==> config.mk <==
export PLATFORM = sky130hd
export DESIGN_NAME = cache_miss_ctrl
export DESIGN_NICKNAME = d
export VERILOG_FILES = /design/src/rtl/rvga_types.sv /design/src/rtl/sat_counter.sv /design/src/rtl/cache_miss_ctrl.sv
export SDC_FILE = /design/constraint.sdc
export NUM_CORES = 1
export LEC_CHECK = 0
export CAP_MARGIN = 20
export CELL_PAD_IN_SITES_DETAIL_PLACEMENT = 1
export CELL_PAD_IN_SITES_GLOBAL_PLACEMENT = 1
export CORE_MARGIN = 2
export CORE_UTILIZATION = 29
export DETAILED_ROUTE_END_ITERATION = 12
export PLACE_DENSITY_LB_ADDON = 0.1
export SLEW_MARGIN = 40
export SYNTH_ARGS = -nofsm -noshare
export SYNTH_HDL_FRONTEND = slang
export SYNTH_SLANG_ARGS = --single-unit
export TNS_END_PERCENT = 1
==> constraint.sdc <==
create_clock -name clk -period 2.6 [get_ports clk]
set_clock_uncertainty 0.15 [all_clocks]
set_input_delay 0.26 -clock clk [delete_from_list [all_inputs] [get_ports clk]]
set_output_delay 0.26 -clock clk [all_outputs]
set_load 0.02 [all_outputs]
==> src/rtl/rvga_types.sv <==
// Shared types and constants for the cache miss sequencer.
//   ctrl_state_t     : sequencer state encoding
//   LINE_OFFSET_BITS : byte-offset bits within one cache line (32-byte lines)
package rvga_types;

   typedef enum logic [1:0] {
      IDLE,
      LOOKUP,
      WRITEBACK,
      FILL
   } ctrl_state_t;

   localparam int unsigned LINE_OFFSET_BITS = 5;

endpackage

==> src/rtl/sat_counter.sv <==
// Saturating up-counter; holds at all-ones instead of wrapping.
//   clk   : clock, rising edge
//   rst   : asynchronous active-low reset, clears count
//   inc   : count one event this cycle
//   count : current value
module sat_counter #(
   parameter int unsigned width = 16
) (
   input  logic             clk,
   input  logic             rst,
   input  logic             inc,
   output logic [width-1:0] count
);

   always_ff @(posedge clk or negedge rst) begin
      if (!rst) begin
         count <= '0;
      end else if (inc && (count != '1)) begin
         count <= count + width'(1);
      end
   end

endmodule

==> src/rtl/cache_miss_ctrl.sv <==
// Sequencer for one set-associative cache: lookup, hit response, victim
// choice from the nmru select, dirty writeback and line fill.
//   clk, rst                  : clock (rising) / async active-low reset
//   mem_read, mem_write       : CPU request, held until mem_resp
//   mem_address               : CPU byte address
//   mem_resp                  : one-cycle CPU completion
//   hit_vector, dirty_vector  : per-way hit / dirty for the indexed line
//   victim_address            : line address of the selected victim
//   cache_replacement_select  : nmru one-hot victim
//   cache_replacement_update  : nmru write strobe
//   way_sel, load_line,
//   load_tag, set_dirty       : datapath way select and load strobes
//   pmem_read, pmem_write,
//   pmem_address, pmem_resp   : physical memory line transfer handshake
//   hit_count, miss_count,
//   wb_count                  : saturating performance counters
//   multi_hit_err             : sticky, more than one way hit in LOOKUP
module cache_miss_ctrl
   import rvga_types::*;
#(
   parameter int unsigned num_sets      = 4,
   parameter int unsigned lines_per_set = 16,
   parameter int unsigned addr_width    = 32,
   parameter int unsigned cnt_width     = 16
) (
   input  logic                  clk,
   input  logic                  rst,
   input  logic                  mem_read,
   input  logic                  mem_write,
   input  logic [addr_width-1:0] mem_address,
   output logic                  mem_resp,
   input  logic [num_sets-1:0]   hit_vector,
   input  logic [num_sets-1:0]   dirty_vector,
   input  logic [addr_width-1:0] victim_address,
   input  logic [num_sets-1:0]   cache_replacement_select,
   output logic                  cache_replacement_update,
   output logic [num_sets-1:0]   way_sel,
   output logic                  load_line,
   output logic                  load_tag,
   output logic                  set_dirty,
   output logic                  pmem_read,
   output logic                  pmem_write,
   output logic [addr_width-1:0] pmem_address,
   input  logic                  pmem_resp,
   output logic [cnt_width-1:0]  hit_count,
   output logic [cnt_width-1:0]  miss_count,
   output logic [cnt_width-1:0]  wb_count,
   output logic                  multi_hit_err
);

   localparam int unsigned INDEX_BITS = $clog2(lines_per_set);
   localparam int unsigned TAG_LSB    = LINE_OFFSET_BITS + INDEX_BITS;

   ctrl_state_t state, next_state;
   logic [num_sets-1:0] victim;
   logic                refill;
   logic                hit_inc, miss_inc, wb_inc;

   logic                  any_hit;
   logic                  multi_hit;
   logic [num_sets-1:0]   select_way;
   logic [addr_width-1:0] req_line, victim_line;

   assign any_hit    = |hit_vector;
   // More than one bit set: clearing the lowest set bit leaves something.
   assign multi_hit  = (hit_vector & (hit_vector - num_sets'(1))) != '0;
   // An empty nmru select falls back to way 0.
   assign select_way = (cache_replacement_select == '0) ? num_sets'(1)
                                                        : cache_replacement_select;

   // Line address = tag and index fields, byte offset cleared.
   assign req_line    = {mem_address[addr_width-1:TAG_LSB],
                         mem_address[TAG_LSB-1:LINE_OFFSET_BITS],
                         {LINE_OFFSET_BITS{1'b0}}};
   assign victim_line = {victim_address[addr_width-1:TAG_LSB],
                         victim_address[TAG_LSB-1:LINE_OFFSET_BITS],
                         {LINE_OFFSET_BITS{1'b0}}};

   always_ff @(posedge clk or negedge rst) begin
      if (!rst) begin
         state         <= IDLE;
         victim        <= '0;
         refill        <= 1'b0;
         multi_hit_err <= 1'b0;
      end else begin
         state <= next_state;
         if (state == LOOKUP) begin
            if (multi_hit) multi_hit_err <= 1'b1;
            if (any_hit) refill <= 1'b0;
            else         victim <= select_way;
         end
         // The lookup after a fill is the completion of the same miss,
         // so its hit must not be counted.
         if ((state == FILL) && pmem_resp) refill <= 1'b1;
      end
   end

   always_comb begin
      next_state               = state;
      mem_resp                 = 1'b0;
      cache_replacement_update = 1'b0;
      way_sel                  = '0;
      load_line                = 1'b0;
      load_tag                 = 1'b0;
      set_dirty                = 1'b0;
      pmem_read                = 1'b0;
      pmem_write               = 1'b0;
      pmem_address             = '0;
      hit_inc                  = 1'b0;
      miss_inc                 = 1'b0;
      wb_inc                   = 1'b0;
      unique case (state)
         IDLE: begin
            if (mem_read || mem_write) next_state = LOOKUP;
         end
         LOOKUP: begin
            if (any_hit) begin
               mem_resp                 = 1'b1;
               way_sel                  = hit_vector;
               cache_replacement_update = 1'b1;
               set_dirty                = mem_write;
               hit_inc                  = !refill;
               next_state               = IDLE;
            end else begin
               miss_inc   = 1'b1;
               next_state = |(dirty_vector & select_way) ? WRITEBACK : FILL;
            end
         end
         WRITEBACK: begin
            pmem_write   = 1'b1;
            pmem_address = victim_line;
            if (pmem_resp) begin
               wb_inc     = 1'b1;
               next_state = FILL;
            end
         end
         FILL: begin
            pmem_read    = 1'b1;
            pmem_address = req_line;
            if (pmem_resp) begin
               way_sel    = victim;
               load_line  = 1'b1;
               load_tag   = 1'b1;
               next_state = LOOKUP;
            end
         end
         default: next_state = IDLE;
      endcase
   end

   sat_counter #(.width(cnt_width)) u_hit_cnt (
      .clk   (clk),
      .rst   (rst),
      .inc   (hit_inc),
      .count (hit_count)
   );

   sat_counter #(.width(cnt_width)) u_miss_cnt (
      .clk   (clk),
      .rst   (rst),
      .inc   (miss_inc),
      .count (miss_count)
   );

   sat_counter #(.width(cnt_width)) u_wb_cnt (
      .clk   (clk),
      .rst   (rst),
      .inc   (wb_inc),
      .count (wb_count)
   );

endmodule

=== Word-level counts from Yosys, hierarchy flattened ===
Cells that the tools add are included.

* Bits in writable memories: 0
* Memories kept: 0
* Bits in registers: 56
* Memory bits (read-only): 0
* Logic and storage cells: 67
* Latch bits: 0
* Input bits: 81

* $mul: 0
* $add $sub $neg: 4
* Equal/unequal tests: 9
* Div/mod/pow operators: 0
* Shift-type cells: 0
* $lt $le $gt $ge: 0
* Bitwise logic cells: 3
* Mux-type cells: 27
* Reductions and logical operators: 17

{| class="wikitable"
|+ Operators with widths
! operator !! count
|-
| 32-bit one-hot mux with 2 select lines || 1
|-
| 16-bit by 1-bit adder with 16-bit output (second input constant) || 3
|-
| 16-bit inequality test (second input constant) || 3
|-
| 1-bit 2-to-1 mux || 17
|-
| 4-bit 2-to-1 mux || 3
|-
| 4-bit bitwise AND || 2
|-
| 2-bit 2-to-1 mux || 4
|-
| 2-bit one-hot mux with 4 select lines || 1
|-
| 4-bit one-hot mux with 2 select lines || 1
|-
| 4-bit OR reduction || 2
|-
| 2-bit inequality test (second input constant) || 3
|-
| 2-bit AND reduction || 3
|-
| 2-bit equality test (second input constant) || 2
|-
| 1-bit logical AND || 4
|-
| 4-bit zero test || 1
|-
| 2-bit nonzero test || 2
|-
| 4-bit nonzero test || 1
|-
| 4-bit by 1-bit subtractor with 4-bit output (second input constant) || 1
|-
| 3-bit AND reduction || 1
|-
| 2-bit by 1-bit equality test with 1-bit output (second input constant) || 1
|-
| 2-bit zero test || 1
|-
| 1-bit zero test || 1
|-
| 1-bit logical OR || 1
|-
| 1-bit inverter || 1
|}

=== Logic depth before layout (Yosys ltp) ===
Gate-level depths: netlist of the first run.

* Word-level depth: 7
* Gate-level depth with buffers: 7
* Depth with buffers taken out: 6

=== By module ===
Synthesis of the first run repeated with hierarchy kept, for this count alone.

* Cell total of the unflattened synthesis: 310
* Area, all modules: 3440.8 um^2

{| class="wikitable"
|+ Modules (own cells, without submodules)
! module !! times used !! cells each !! area each (um^2)
|-
| sat_counter || 3 || 72 || 859.6
|-
| cache_miss_ctrl || 1 || 94 || 862.1
|}

=== Worst setup path after synthesis of the first run ===
Ideal clock, no wire load.

* Path type: register to register
* From: register state[0]
* To: register u_wb_cnt.count[15]
* Period minus slack after synthesis: 2.249 ns
* Data arrival time: 1.974 ns
* Path slack: 0.351 ns
* Cell stages (with the launch flop): 8
* Cells stage by stage: dfrtp_1 -> inv_1 -> ha_1 -> buf_2 -> nand2_1 -> or4_4 -> nor2_1 -> mux2_2

* Word-level cells in the longest chain between the ends: 3

{| class="wikitable"
|+ RTL lines
! element !! line !! RTL
|-
| from (decl) || cache_miss_ctrl.sv:54 || <nowiki>ctrl_state_t state, next_state;</nowiki>
|-
| from (signal assigned) || cache_miss_ctrl.sv:86 || <nowiki>state <= next_state;</nowiki>
|-
| 2-bit equality test || cache_miss_ctrl.sv:112 || <nowiki>unique case (state)</nowiki>
|-
| 1-bit 2-to-1 mux || cache_miss_ctrl.sv:112 ||
|-
| 1-bit logical AND || sat_counter.sv:18 || <nowiki>end else if (inc && (count != '1)) begin</nowiki>
|-
| to (signal assigned) || sat_counter.sv:19 || <nowiki>count <= count + width'(1);</nowiki>
|-
| to (decl) || sat_counter.sv:12 || <nowiki>output logic [width-1:0] count</nowiki>
|}

Every way passes these cells.
A chain may end at the register's enable or synchronous reset.

=== Worst setup path after layout of the first run ===
* From: register state[0]
* To: output pmem_address[13]

* Word-level cells in the longest chain between the ends: 2

{| class="wikitable"
|+ RTL lines
! element !! line !! RTL
|-
| 2-bit equality test || cache_miss_ctrl.sv:112 ||
|-
| 32-bit one-hot mux with 2 select lines (*) || cache_miss_ctrl.sv:112 ||
|-
| to (decl) || cache_miss_ctrl.sv:43 || <nowiki>output logic [addr_width-1:0] pmem_address,</nowiki>
|}

Mark *: on every way between the ends. The rest lies on a longest branch, timed or not.

==> results.txt, run 1 <==
placed instance count: 603
worst-path cell chain: inv_1 -> ha_1 -> buf_6 -> a22o_1 -> clkdlybuf4s50_1
Post-Syn Area per Cell: 10.6 um^2
register bit total from synthesis: 56
Seq/Total Area, Yosys: 43.1%
Die H: 110 um
CP Launch Type: flop
Vias: 3,104
Final HPWL DP: 8700 um
drt wl/cell: 17.6 um
Pwr Density: 563 nW/um^2
non-filler cells, final: 612
Max-Slew Margin vs Limit: 53.2%
Final ANT Viol Nets: 0
Boundary Pins: 173
number of enable flip-flop cells after synthesis: 0
Worst-Margin Slew: 702 ps
clk slew on worst S/H paths: 100 ps
CP arrival: 2060 ps
post-synthesis cell area: 3250 um^2
slowest cell delay on critical path: 610 ps
Ys Warns: 0
slowest CP cell: clkdlybuf4s50_1
port bufs: 157
Final Hold Viols: 0
core area: 10,900 um^2
synthesis-to-finish area growth: 59.1%
DIE AREA: 12,100 um^2
total track usage: 17.5%
worst-case clock buffer depth: 2
DR pass1 iterations: 4
routed vias/inst: 5.07
min cycle time layout: 2470 ps
H-tree depth: 2
max-slew violations: 0
share of layout cells above drive strength 1: 9.32%
Initial Util: 29.9%
CTS Buf Count: 5
utilization after layout: 47.5%
drt total wl: 10,800 um
Post-Syn Instances: 308
First DRT Iteration DRCs: 134
Final Power: 2.91 mW
CTS tree: yes
# nets final: 559
Synth Flop Type: dfrtp_1
# rows: 38
Hold Path Class: reg2reg
later-pin clock latency in the skew report: 310 ps
initial antenna violation count: 0
Crit path required time: 2190 ps
vias in the first global route: 3,233
global placement routability congestion: 0.819
Static Leak: 2.17 nW
post-synth top area cell: dfrtp_1
worst-path fanout max: 33
final setup fails: 0
CTS root buffer: clkbuf_8
fill cell count: 1,216
commonest non-fill, non-tap cell in the layout: clkdlybuf4s50_1
asr flop ratio synth: 100%
CP Buf/Inv Count: 3
DRC errors left: 0
Setup CP Type: reg2out
CTS sink count: 56
Die W: 110 um
maximum vdd drop: 0.608 mV
Maximum Capacitance Violations: 0
top cell type's share of synthesized area: 43.1%
pin count of the biggest net entering global routing: 34
post-synthesis cell type count: 49
most frequent cells in the layout: clkdlybuf4s50_1 (156), dfrtp_1 (56), a22o_1 (31), xor2_1 (21), xnor2_1 (16)
first-pass GRT wire length: 16,500 um
largest delay contributor family on the critical path: buffers and inverters
# diodes: 0
gr ovfl total: 0
Final Cycle Share: 95.0%
synth top area cells: dfrtp_1 (43%), a22o_1 (8.3%), xor2_1 (5.7%)
CP Capture Type: output port
Fmax: 0.405 GHz
status: finished, final reports clean
## metrics by stage
step	setup TNS, ps	instance area, um^2	worst slack, ps	hold WS (ps)
after floorplan	0	3270	351	-186
after global placement	0	5020	39.6	193
after detailed placement	0	5020	9.29	201
after CTS	0	5170	19.1	364
after global routing	-21.2	5170	-8.70	396
final	0	5170	129	365
## path summary, 6_finish.rpt
path / cells past startpoint / slack, ps / start / endpoint
max in group asynchronous: 3 / 1300 / rst / u_hit_cnt.count[0]
setup reg to reg: 7 / 400 / state[1] / u_hit_cnt.count[14]
hold reg to reg: 1 / 360 / u_wb_cnt.count[9] / u_wb_cnt.count[9]
setup / recovery: 5 / 130 / state[0] / pmem_address[13]
hold / removal: 1 / 360 / u_wb_cnt.count[9] / u_wb_cnt.count[9]
min in group asynchronous: 2 / 390 / rst / u_wb_cnt.count[13]
## registers in the layout (all words and copies together) (netlist names)
register / count
u_miss_cnt.count: 16
victim: 4
multi_hit_err: 1
u_wb_cnt.count: 16
u_hit_cnt.count: 16
state: 2
refill: 1
## layout make-up
class,instances,area (um^2),area share [%]
well taps,140,175,3.39
repair buffers,172,1700,32.8
clock buffers,7,96.3,1.86
flip-flops and latches,56,1400,27.1
clock inverters,1,30.0,0.581
multi-input cells,231,1750,33.9
inverters,5,18.8,0.363
## worst reg2reg max path, stage by stage, from the launching register on
cell and delay [ps]:
dfrtp_1 410, inv_1 100, ha_1 240, o41ai_4 120, buf_4 160, nor3_1 440, nand4_1 190, mux2_2 300
## cell usage after synthesis (8+ instances only)
cell	count
and2_1	8
xnor2_1	16
nor2_1	14
dfrtp_1	56
a22o_1	31
nand4_1	14
nand2_1	13
nand3_1	15
mux2_2	8
xor2_1	21
nor3_1	14
clkbuf_1	9
## logic make-up after synthesis
logic type	count (synthesis)	share of synthesized area (%)
other	1	0.115
multiplexers	12	4.04
flip-flops	56	43.1
XOR/XNOR	37	9.97
AND/OR/NAND/NOR	112	21.6
buffers and inverters	25	3.81
AO/OA/AOI/OAI	57	14.4
adder cells (fa/ha/maj)	8	3.00
## repair_timing
item                                   4_1_cts  5_1_grt
endpoints found under the hold margin       26        0
hold buffers                                 1        0
setup endpoints to repair                    1       27
gates resized for setup                      1        1
buffers inserted                             0        0
## power by group
part	total (mW)	internal [mW]	switching, mW
logic	1.15	0.591	0.555
registers	1.15	1.00	0.145
clock network	0.618	0.340	0.278
total	2.91	1.93	0.978
## layer usage
metal / vias to the layer above / track usage [%] / share of wire [%]
li1: 1468 / - / -
met3: 4 / 5.45 / 10
met4: 0 / 3.16 / 0.60
met1: 1512 / 19.4 / 37
met5: - / 0 / 0
met2: 120 / 32.7 / 52
Power figures use the tool's default switching activity.
==> inputs of run 2 (changes only) <==
--- a/config.mk
+++ b/config.mk
@@ -11,7 +11,7 @@
 export CORE_MARGIN = 2
 export CORE_UTILIZATION = 29
 export DETAILED_ROUTE_END_ITERATION = 12
-export PLACE_DENSITY_LB_ADDON = 0.1
+export PLACE_DENSITY = 0.91
 export SLEW_MARGIN = 40
 export SYNTH_ARGS = -nofsm -noshare
 export SYNTH_HDL_FRONTEND = slang
==> run 2 against run 1 <==
  * Power rose by 6.1%
  * Critical path depth did not move
  * Combinational power barely moved
  * First-iteration DRC count fell by 16%
  * Global-route usage rose by 1.2 points
  * Sequential cell count did not move
  * Critical path type unchanged
  * Final cell count rose by 0.49%
  * Sequential share of layout area fell by 0.30 points
  * Register-to-register slack improved by 20 ps
  * Utilization rose by 0.53 points
==> results.txt, run 2 (synthesis results as in run 1) <==
status: finished, final reports clean
Initial Util: 29.9%
Final ANT Viol Nets: 0
# nets final: 562
hold_ws: 227 ps
pin count of the biggest net entering global routing: 32
worst-case clock buffer depth: 2
post-CTS setup buffers: 0
utilization after layout: 48.0%
Vias: 3,151
Maximum Capacitance Violations: 0
initial antenna violation count: 0
most frequent cells in the layout: clkdlybuf4s50_1 (149), dfrtp_1 (56), a22o_1 (31), xor2_1 (21)
DP Worst Slack: 87.6 ps
fill cell count: 1,242
DR pass1 iterations: 4
FF-to-FF setup slack: 420 ps
global placement routability congestion: 0.857
CTS sink count: 56
Final HPWL DP: 9280 um
Static Leak: 2.32 nW
Crit. Startpoint: state[0]
Worst-Margin Slew: 504 ps
Crit path required time: 2190 ps
grt peak-use layer: met2
Die H: 110 um
drt total wl: 11,700 um
number of cells on the worst reg-to-reg path: 6
core area: 10,900 um^2
CP arrival: 2090 ps
Final Cycle Share: 96.2%
Die W: 110 um
synthesis-to-finish area growth: 60.8%
clk slew on worst S/H paths: 110 ps
# rows: 38
end of the worst register-to-register path: u_wb_cnt.count[15]
first-pass GRT wire length: 17,500 um
slack of the critical path: 99.5 ps
Max-Slew Margin vs Limit: 66.4%
Pwr Density: 590 nW/um^2
unrepaired setup endpoints after global routing: no
port bufs: 157
routed vias/inst: 5.12
Final Power: 3.09 mW
crit path capture: pmem_address[28]
Fmax: 0.400 GHz
DRC errors left: 0
max-slew violations: 0
worst-path fanout max: 31
maximum vdd drop: 0.573 mV
# diodes: 0
H-tree depth: 2
commonest non-fill, non-tap cell in the layout: clkdlybuf4s50_1
CTS Buf Count: 5
Boundary Pins: 173
later-pin clock latency in the skew report: 320 ps
Setup CP Type: reg2out
Hold Path Class: in2async
drt wl/cell: 19.0 um
GR Util met2: 32.6%
CP Launch Type: flop
total track usage: 18.7%
met3 usage: 3.85%
final setup fails: 0
vias in the first global route: 3,415
r2r startpoint: state[0]
gr ovfl total: 0
Final Hold Viols: 0
met1 Resource Use GR: 23.4%
min cycle time layout: 2500 ps
CTS root buffer: clkbuf_8
Fin Setup TNS: 0 ps
share of layout cells above drive strength 1: 9.89%
CP Capture Type: output port
CTS tree: yes
DIE AREA: 12,100 um^2
First DRT Iteration DRCs: 113
largest registers: u_hit_cnt.count x16, u_miss_cnt.count x16, u_wb_cnt.count x16
run 2: cell count changes in the layout (fill, tap and decap cells not counted), sizes merged:
cell / before / now
bufinv: 1 / 3
clkdlybuf4s50: 156 / 149
buf: 15 / 18
dlymetal6s2s: 0 / 7
clkbuf: 7 / 5
run 2: worst min-delay path by stage:
stage | from | endpoint | cells past startpoint
after floorplan | rst | multi_hit_err | 0
after global placement | rst | u_wb_cnt.count[5] | 1
after detailed placement | rst | u_wb_cnt.count[7] | 1
after CTS | rst | u_wb_cnt.count[7] | 2
after global routing | rst | u_wb_cnt.count[7] | 2
final | rst | u_wb_cnt.count[7] | 2
run 2: layer usage:
layer	vias to the layer above	routed length, um
met5	-	0
met4	0	147
met3	16	543
met2	74	6100
met1	1586	4870
li1	1475	-
run 2: where the power goes:
part           total, mW  switching [mW]  internal [mW]  leakage, nW
registers           1.15           0.148           1.00        0.745
logic               1.15           0.567          0.586         1.50
clock network      0.786           0.304          0.482       0.0784
total               3.09            1.02           2.07         2.32
run 2: final cells by class:
cell class	count	area, um^2	share of cell area [%]
timing repair buffer	175	1730	33.2
clock inverter	3	90.1	1.72
clock buffer	5	68.8	1.32
sequential	56	1400	26.8
tap	140	175	3.35
multi-input combinational	231	1740	33.3
inverter	5	18.8	0.359
run 2: repair_timing:
item / CTS / global route
hold buffers: 1 / 0
endpoints found under the hold margin: 14 / 0
setup endpoints to repair: 20 / 28
resized for setup: 1 / 9
run 2: critical path, stage by stage (launching register included):
cell and delay (ps):
dfrtp_1 410, inv_1 120, ha_1 240, buf_12 210
a22o_1 170, clkdlybuf4s50_1 620
run 2: per-stage QoR:
step / std cells / instance area, um^2
3_5_place_dp: 606 / 5030
3_3_place_gp: 606 / 5030
4_1_cts: 615 / 5200
6_report: 615 / 5230
2_1_floorplan: 312 / 3270
5_1_grt: 615 / 5230
